<file path="src/rtl/ixu_sc_issue_queue.sv">
// Collapsing, age-ordered issue queue for the single-cycle pipe.
// Slot 0 holds the oldest entry. The lowest-index ready entry issues, and younger entries shift down one slot.
module ixu_sc_issue_queue #(
    parameter int DEPTH    = 8,
    parameter int WK_PORTS = 2
) (
    input  logic                  core_clock_i,
    input  logic                  core_reset_i,
    input  logic                  core_flush_i,
    input  logic [17:0]           enq_data_i,
    input  logic                  enq_rs1_rdy_i,
    input  logic                  enq_rs2_rdy_i,
    input  logic                  enq_valid_i,
    output logic                  enq_ready_o,
    input  logic [6*WK_PORTS-1:0] wk_dest_i,
    input  logic [WK_PORTS-1:0]   wk_valid_i,
    output logic [17:0]           data_o,
    output logic                  valid_o,
    output logic [$clog2(DEPTH):0] occupancy_o
);
    localparam int IW = $clog2(DEPTH);
    localparam int OW = IW + 1;
    localparam logic [OW-1:0] DEPTH_C = OW'(DEPTH);

    logic [DEPTH-1:0] vld_q, rs1_rdy_q, rs2_rdy_q;
    logic [DEPTH-1:0] vld_d, rs1_rdy_d, rs2_rdy_d;
    logic [17:0]      pay_q [DEPTH];
    logic [17:0]      pay_d [DEPTH];
    logic [DEPTH-1:0] ready_vec, rs1_wk, rs2_wk;
    logic [IW-1:0]    sel;
    logic             issue, do_enq;
    logic             enq_rs1_rdy, enq_rs2_rdy;
    logic [OW-1:0]    occ, enq_slot;
    int               src;

    // Physical register 0 is never a wakeup target; entries sourcing it are marked ready at dispatch.
    function automatic logic woken(input logic [5:0] preg,
                                   input logic [6*WK_PORTS-1:0] dests,
                                   input logic [WK_PORTS-1:0] vlds);
        logic hit;
        hit = 1'b0;
        for (int p = 0; p < WK_PORTS; p++)
            if (vlds[p] && (dests[6*p +: 6] == preg) && (preg != 6'd0))
                hit = 1'b1;
        return hit;
    endfunction

    always_comb begin
        ready_vec = '0;
        occ       = '0;
        issue     = 1'b0;
        sel       = '0;
        for (int i = 0; i < DEPTH; i++) begin
            ready_vec[i] = vld_q[i] & rs1_rdy_q[i] & rs2_rdy_q[i];
            occ          = occ + OW'(vld_q[i]);
        end
        for (int i = DEPTH - 1; i >= 0; i--)
            if (ready_vec[i]) begin
                issue = 1'b1;
                sel   = IW'(i);
            end
    end

    assign enq_ready_o = (occ < DEPTH_C);
    assign valid_o     = issue;
    assign data_o      = issue ? pay_q[sel] : 18'd0;
    assign occupancy_o = occ;
    assign do_enq      = enq_valid_i & enq_ready_o & ~core_flush_i;
    assign enq_slot    = occ - OW'(issue);

    always_comb begin
        rs1_wk = '0;
        rs2_wk = '0;
        for (int i = 0; i < DEPTH; i++) begin
            rs1_wk[i] = rs1_rdy_q[i] | woken(pay_q[i][11:6], wk_dest_i, wk_valid_i);
            rs2_wk[i] = rs2_rdy_q[i] | woken(pay_q[i][17:12], wk_dest_i, wk_valid_i);
        end
        enq_rs1_rdy = enq_rs1_rdy_i | (enq_data_i[11:6] == 6'd0)
                    | woken(enq_data_i[11:6], wk_dest_i, wk_valid_i);
        enq_rs2_rdy = enq_rs2_rdy_i | (enq_data_i[17:12] == 6'd0)
                    | woken(enq_data_i[17:12], wk_dest_i, wk_valid_i);
    end

    // Slots at or above the issuing one pull from their younger neighbour; the new entry lands after compaction.
    always_comb begin
        vld_d     = '0;
        rs1_rdy_d = '0;
        rs2_rdy_d = '0;
        src       = 0;
        for (int i = 0; i < DEPTH; i++)
            pay_d[i] = pay_q[i];
        for (int i = 0; i < DEPTH; i++) begin
            src = (issue && (i >= int'(sel))) ? i + 1 : i;
            if (src < DEPTH) begin
                vld_d[i]     = vld_q[src % DEPTH];
                rs1_rdy_d[i] = rs1_wk[src % DEPTH];
                rs2_rdy_d[i] = rs2_wk[src % DEPTH];
                pay_d[i]     = pay_q[src % DEPTH];
            end
            if (do_enq && (i == int'(enq_slot))) begin
                vld_d[i]     = 1'b1;
                rs1_rdy_d[i] = enq_rs1_rdy;
                rs2_rdy_d[i] = enq_rs2_rdy;
                pay_d[i]     = enq_data_i;
            end
        end
        if (core_flush_i)
            vld_d = '0;
    end

    always_ff @(posedge core_clock_i) begin
        if (core_reset_i) begin
            vld_q     <= '0;
            rs1_rdy_q <= '0;
            rs2_rdy_q <= '0;
        end else begin
            vld_q     <= vld_d;
            rs1_rdy_q <= rs1_rdy_d;
            rs2_rdy_q <= rs2_rdy_d;
        end
    end

    always_ff @(posedge core_clock_i) begin
        for (int i = 0; i < DEPTH; i++)
            pay_q[i] <= pay_d[i];
    end

endmodule

</file>
<file path="config.mk">
export PLATFORM = sky130hd
export DESIGN_NAME = ixu_sc_issue_queue
export DESIGN_NICKNAME = d
export VERILOG_FILES = /design/src/rtl/ixu_sc_issue_queue.sv
export SDC_FILE = /design/constraint.sdc
export NUM_CORES = 1
export LEC_CHECK = 0
export ABC_AREA = 0
export CORE_UTILIZATION = 40
export DETAILED_ROUTE_END_ITERATION = 8
export GPL_ROUTABILITY_DRIVEN = 0
export SYNTH_ARGS = -nofsm -noshare
export SYNTH_HDL_FRONTEND = slang
export SYNTH_SLANG_ARGS = --single-unit
</file>
<file path="constraint.sdc">
create_clock -name core_clock_i -period 7.8 [get_ports core_clock_i]
set_clock_uncertainty 0.1 [all_clocks]
set_input_delay 0.78 -clock core_clock_i [delete_from_list [all_inputs] [get_ports core_clock_i]]
set_output_delay 0.78 -clock core_clock_i [all_outputs]
set_load 0.01 [all_outputs]
</file>
==> summary.md <==
| Metric | Value |
|---|---|
| Status | `completed` |
| CTS tree | `yes` |
| Mux contribution to synthesized area | `0.1227` |
| Layout cell share with drive strength beyond 1 | `0.1227` |
| Final Instance Area | `13430 sq um` |
| Post-route ant nets | `0` |
| Compound-Gate Fraction of Synth Area | `0.09528` |
| Largest net degree at the start of global routing | `55` |
| Post-CTS resize count | `0` |
| Maximum vdd drop | `0.1254 mV` |
| Post-synth EDFFs | `144` |
| Congestion Overflow GR | `0` |
| Post-DP HPWL | `26.18 mm` |
| Post-synth ARST share | `0` |
| Worst Reg-to-Reg Cells | `13` |
| Number of synthesized register bits | `168` |
| RSZ-0062 raised after global routing | `no` |
| Clock buffer count from CTS | `17` |
| Clk_lat worst skew | `440 ps` |
| Mapped Nets | `1261` |
| Crit path max fanout | `23` |
| Critical path launch point type | `flip-flop` |
| Leak pwr | `4.761 nW` |
| Clock transition at path regs | `70 ps` |
| Hold Slack | `414.2 ps` |
| First-pass GRT wire length | `61.56 mm` |
| Type of the tightest min-delay check | `reg2reg` |
| Final Max Slew Viols | `0` |
| Area after DPL | `12860 sq um` |
| Worst r2r dst | `pay_q[2][8]` |
| DRC | `0` |
| Port bufs | `61` |
| Die footprint | `30670 sq um` |
| Setup WS post-layout | `2389 ps` |
| PwrDens | `151.6 nW/um^2` |
| Die Ht | `175.1 um` |
| DRT iter0 DRCs | `1128` |
| All-Layer GR Usage | `0.2690` |
| Final WL | `41.15 mm` |
| Slew HR | `0.1977` |
| Final min period | `5411 ps` |
| Starting density of the core | `0.4056` |
| Clock Path Buffers | `2` |
| Hold depth | `2` |
| Mapped Cells | `1214` |
| Detailed-route via count | `9912` |
| Top_reg_cell synth | `edfxtp_1` |
| Fin Setup TNS | `0 ps` |
| Post-synthesis xor/xnor area fraction | `0.1599` |
| Max H-tree Level | `4` |
| Crit Path Class | `reg2reg` |
| Core area | `29560 sq um` |
| Maxcap violations | `0` |
| Synth Area in Simple Gates | `0.1614` |
| Layout Nets | `1256` |
| Hold Fails Final Rpt | `0` |
| Root Buffer | `clkbuf_16` |
| Number of library cell types mapped by synthesis | `49` |
| 1st-pass router iterations | `6` |
| Worst path arrival time | `5380 ps` |
| Sequential area share after synthesis | `0.4008` |
| FMAX | `184.8 MHz` |
| Crit. End Element | `flip-flop` |
| DR vias/cell | `6.145` |
| Post-Synth Adder-Cell Area | `0.01190` |
| R2r startpoint | `vld_q[0]` |
| Pre-CTS WS | `2358 ps` |
| Row cnt | `63` |
| CTS hold repair buffers | `0` |
| R2R setup slack | `2390 ps` |
| Io pins | `62` |
| Die X | `175.1 um` |
| CTS sink cnt | `168` |
| HP Start | `vld_q[0]` |
| Finish-stage setup viols | `0` |
| Synth warn | `0` |
| Initial antenna violation count | `0` |
| Worst EP required | `7770 ps` |
| Worst Hold End | `vld_q[0]` |
| Mean Syn Cell Area | `9.876 sq um` |
| Mapped Area | `11990 sq um` |
| Vias in the first global route | `9636` |
| Area Growth Syn to Fin | `12.00%` |
| DR WL/cell | `25.51 um` |
| Slew @ Worst Pin | `1203 ps` |
| Post-CTS Setup Bufs | `0` |
| Largest family of logic cells by synthesized area | `simple AND/OR/NAND/NOR gates` |
| Tcrit/Tclk final | `0.6937` |
==> worst max-delay path by stage <==
stage / startpoint / endpoint / slack, ps / cells past startpoint
2_1_floorplan: vld_q[0] / pay_q[4][0] / 3180 / 14
6_report: vld_q[0] / pay_q[2][8] / 2390 / 13
5_1_grt: vld_q[0] / pay_q[2][7] / 2020 / 13
3_5_place_dp: vld_q[0] / pay_q[7][16] / 2360 / 14
4_1_cts: vld_q[0] / pay_q[2][8] / 2350 / 13
3_3_place_gp: vld_q[0] / pay_q[2][6] / 2480 / 13
==> cell usage after synthesis, types with 2 or more instances <==
master	instances	area share
edfxtp_1	144	0.36
xnor2_1	119	0.087
xor2_1	98	0.072
nand2_1	86	0.027
mux2_2	72	0.068
mux2i_1	66	0.055
and3_1	59	0.031
a21oi_1	58	0.024
clkbuf_1	56	0.018
a31oi_1	55	0.029
nor2_1	54	0.017
nand4_1	53	0.028
buf_2	38	0.016
nor4_1	35	0.018
dfxtp_1	24	0.040
o21ai_0	23	0.0096
nand2b_1	20	0.010
a22oi_1	18	0.011
inv_1	18	0.0056
nand3_1	17	0.0071
or4_1	15	0.0094
buf_1	14	0.0044
o22ai_1	14	0.0073
o32ai_1	8	0.0058
buf_4	6	0.0038
nor3_1	6	0.0025
ha_1	5	0.0052
fa_1	4	0.0067
o21bai_1	3	0.0019
or2_2	3	0.0016
or3_1	3	0.0016
clkbuf_2	2	0.00083
nor2b_1	2	0.0010
==> cell type report <==
| type | instances | area (sq um) |
|---|---|---|
| Tap cell | 390 | 488.0 |
| Multi-Input combinational cell | 912 | 6654 |
| Antenna cell | 1 | 2.502 |
| Timing Repair Buffer | 92 | 843.3 |
| Clock inverter | 11 | 88.84 |
| Fill cell | 2797 | 16130 |
| Inverter | 18 | 67.56 |
| Clock buffer | 21 | 479.2 |
| Sequential cell | 168 | 4805 |
==> per-layer routing <==
layer / vias up / GRT usage / part of all wire
li1: 4447 / - / -
met1: 4836 / 0.3693 / 0.43
met2: 561 / 0.4271 / 0.46
met3: 68 / 0.04765 / 0.088
met4: 0 / 0.08804 / 0.024
met5: - / 0 / 0
==> sequential cells by signal, indices dropped and copies added, names as in the netlist <==
| signal | flops |
|---|---|
| rs1_rdy_q | 8 |
| rs2_rdy_q | 8 |
| pay_q | 144 |
| vld_q | 8 |
==> through the flow <==
stage	util	power, W	instances
final	0.4543	0.002035	1613
after CTS	0.4542	0.002036	1612
after global placement	0.4350	0.001202	1580
after floorplan	-	0.001135	1214
after detailed placement	0.4350	0.001208	1580
after global routing	0.4542	0.002082	1612
==> cells by family (layout without fill, tap and decap cells) <==
kind of cell / Yosys count / in the layout
other: 0 / 1
and+or+nand+nor: 359 / 359
adders and majority gates: 9 / 9
muxes: 138 / 138
buffers and inverters: 134 / 142
AOI/OAI and AO/OA: 188 / 188
DFF: 168 / 168
xor gates and xnor gates: 218 / 218
==> cells in the final DEF (no fill, tap or decap), types with 3 or more instances in the layout <==
cell / Yosys / layout
or3_1: 3 / 3
a31oi_1: 55 / 55
o32ai_1: 8 / 8
and3_1: 59 / 59
fa_1: 4 / 4
edfxtp_1: 144 / 144
mux2i_1: 66 / 66
mux2_2: 72 / 72
a22oi_1: 18 / 18
nor4_1: 35 / 35
ha_1: 5 / 5
xnor2_1: 119 / 119
dfxtp_1: 24 / 24
clkdlybuf4s50_1: 0 / 61
nand2b_1: 20 / 20
o22ai_1: 14 / 14
a21oi_1: 58 / 55
or4_1: 15 / 15
nand2_1: 86 / 86
clkinv_4: 0 / 6
clkbuf_16: 0 / 18
inv_1: 18 / 18
o21bai_1: 3 / 3
buf_4: 6 / 31
xor2_1: 98 / 98
nand3_1: 17 / 16
nor2_1: 54 / 53
o21ai_0: 23 / 23
or2_2: 3 / 3
nand4_1: 53 / 53
nor3_1: 6 / 6
==> worst max-delay path, cell delays in order (launching register included) <==
cell and delay [ps]:
dfxtp_1 360, inv_1 70, fa_1 560, fa_1 430
fa_1 440, inv_1 70, ha_1 160, inv_1 60
fa_1 450, xnor2_2 270, nor2_1 170, nor4b_4 370
nand2_1 650, nand2_1 850
==> where the power goes <==
part | internal, W | total (W) | leakage [nW] | switching [W]
sequential | 0.000977 | 0.000993 | 1.50 | 0.0000153
combinational | 0.0000791 | 0.000200 | 2.98 | 0.000121
clock | 0.000448 | 0.000843 | 0.286 | 0.000395
No activity file was read; power rests on OpenSTA's default activity.
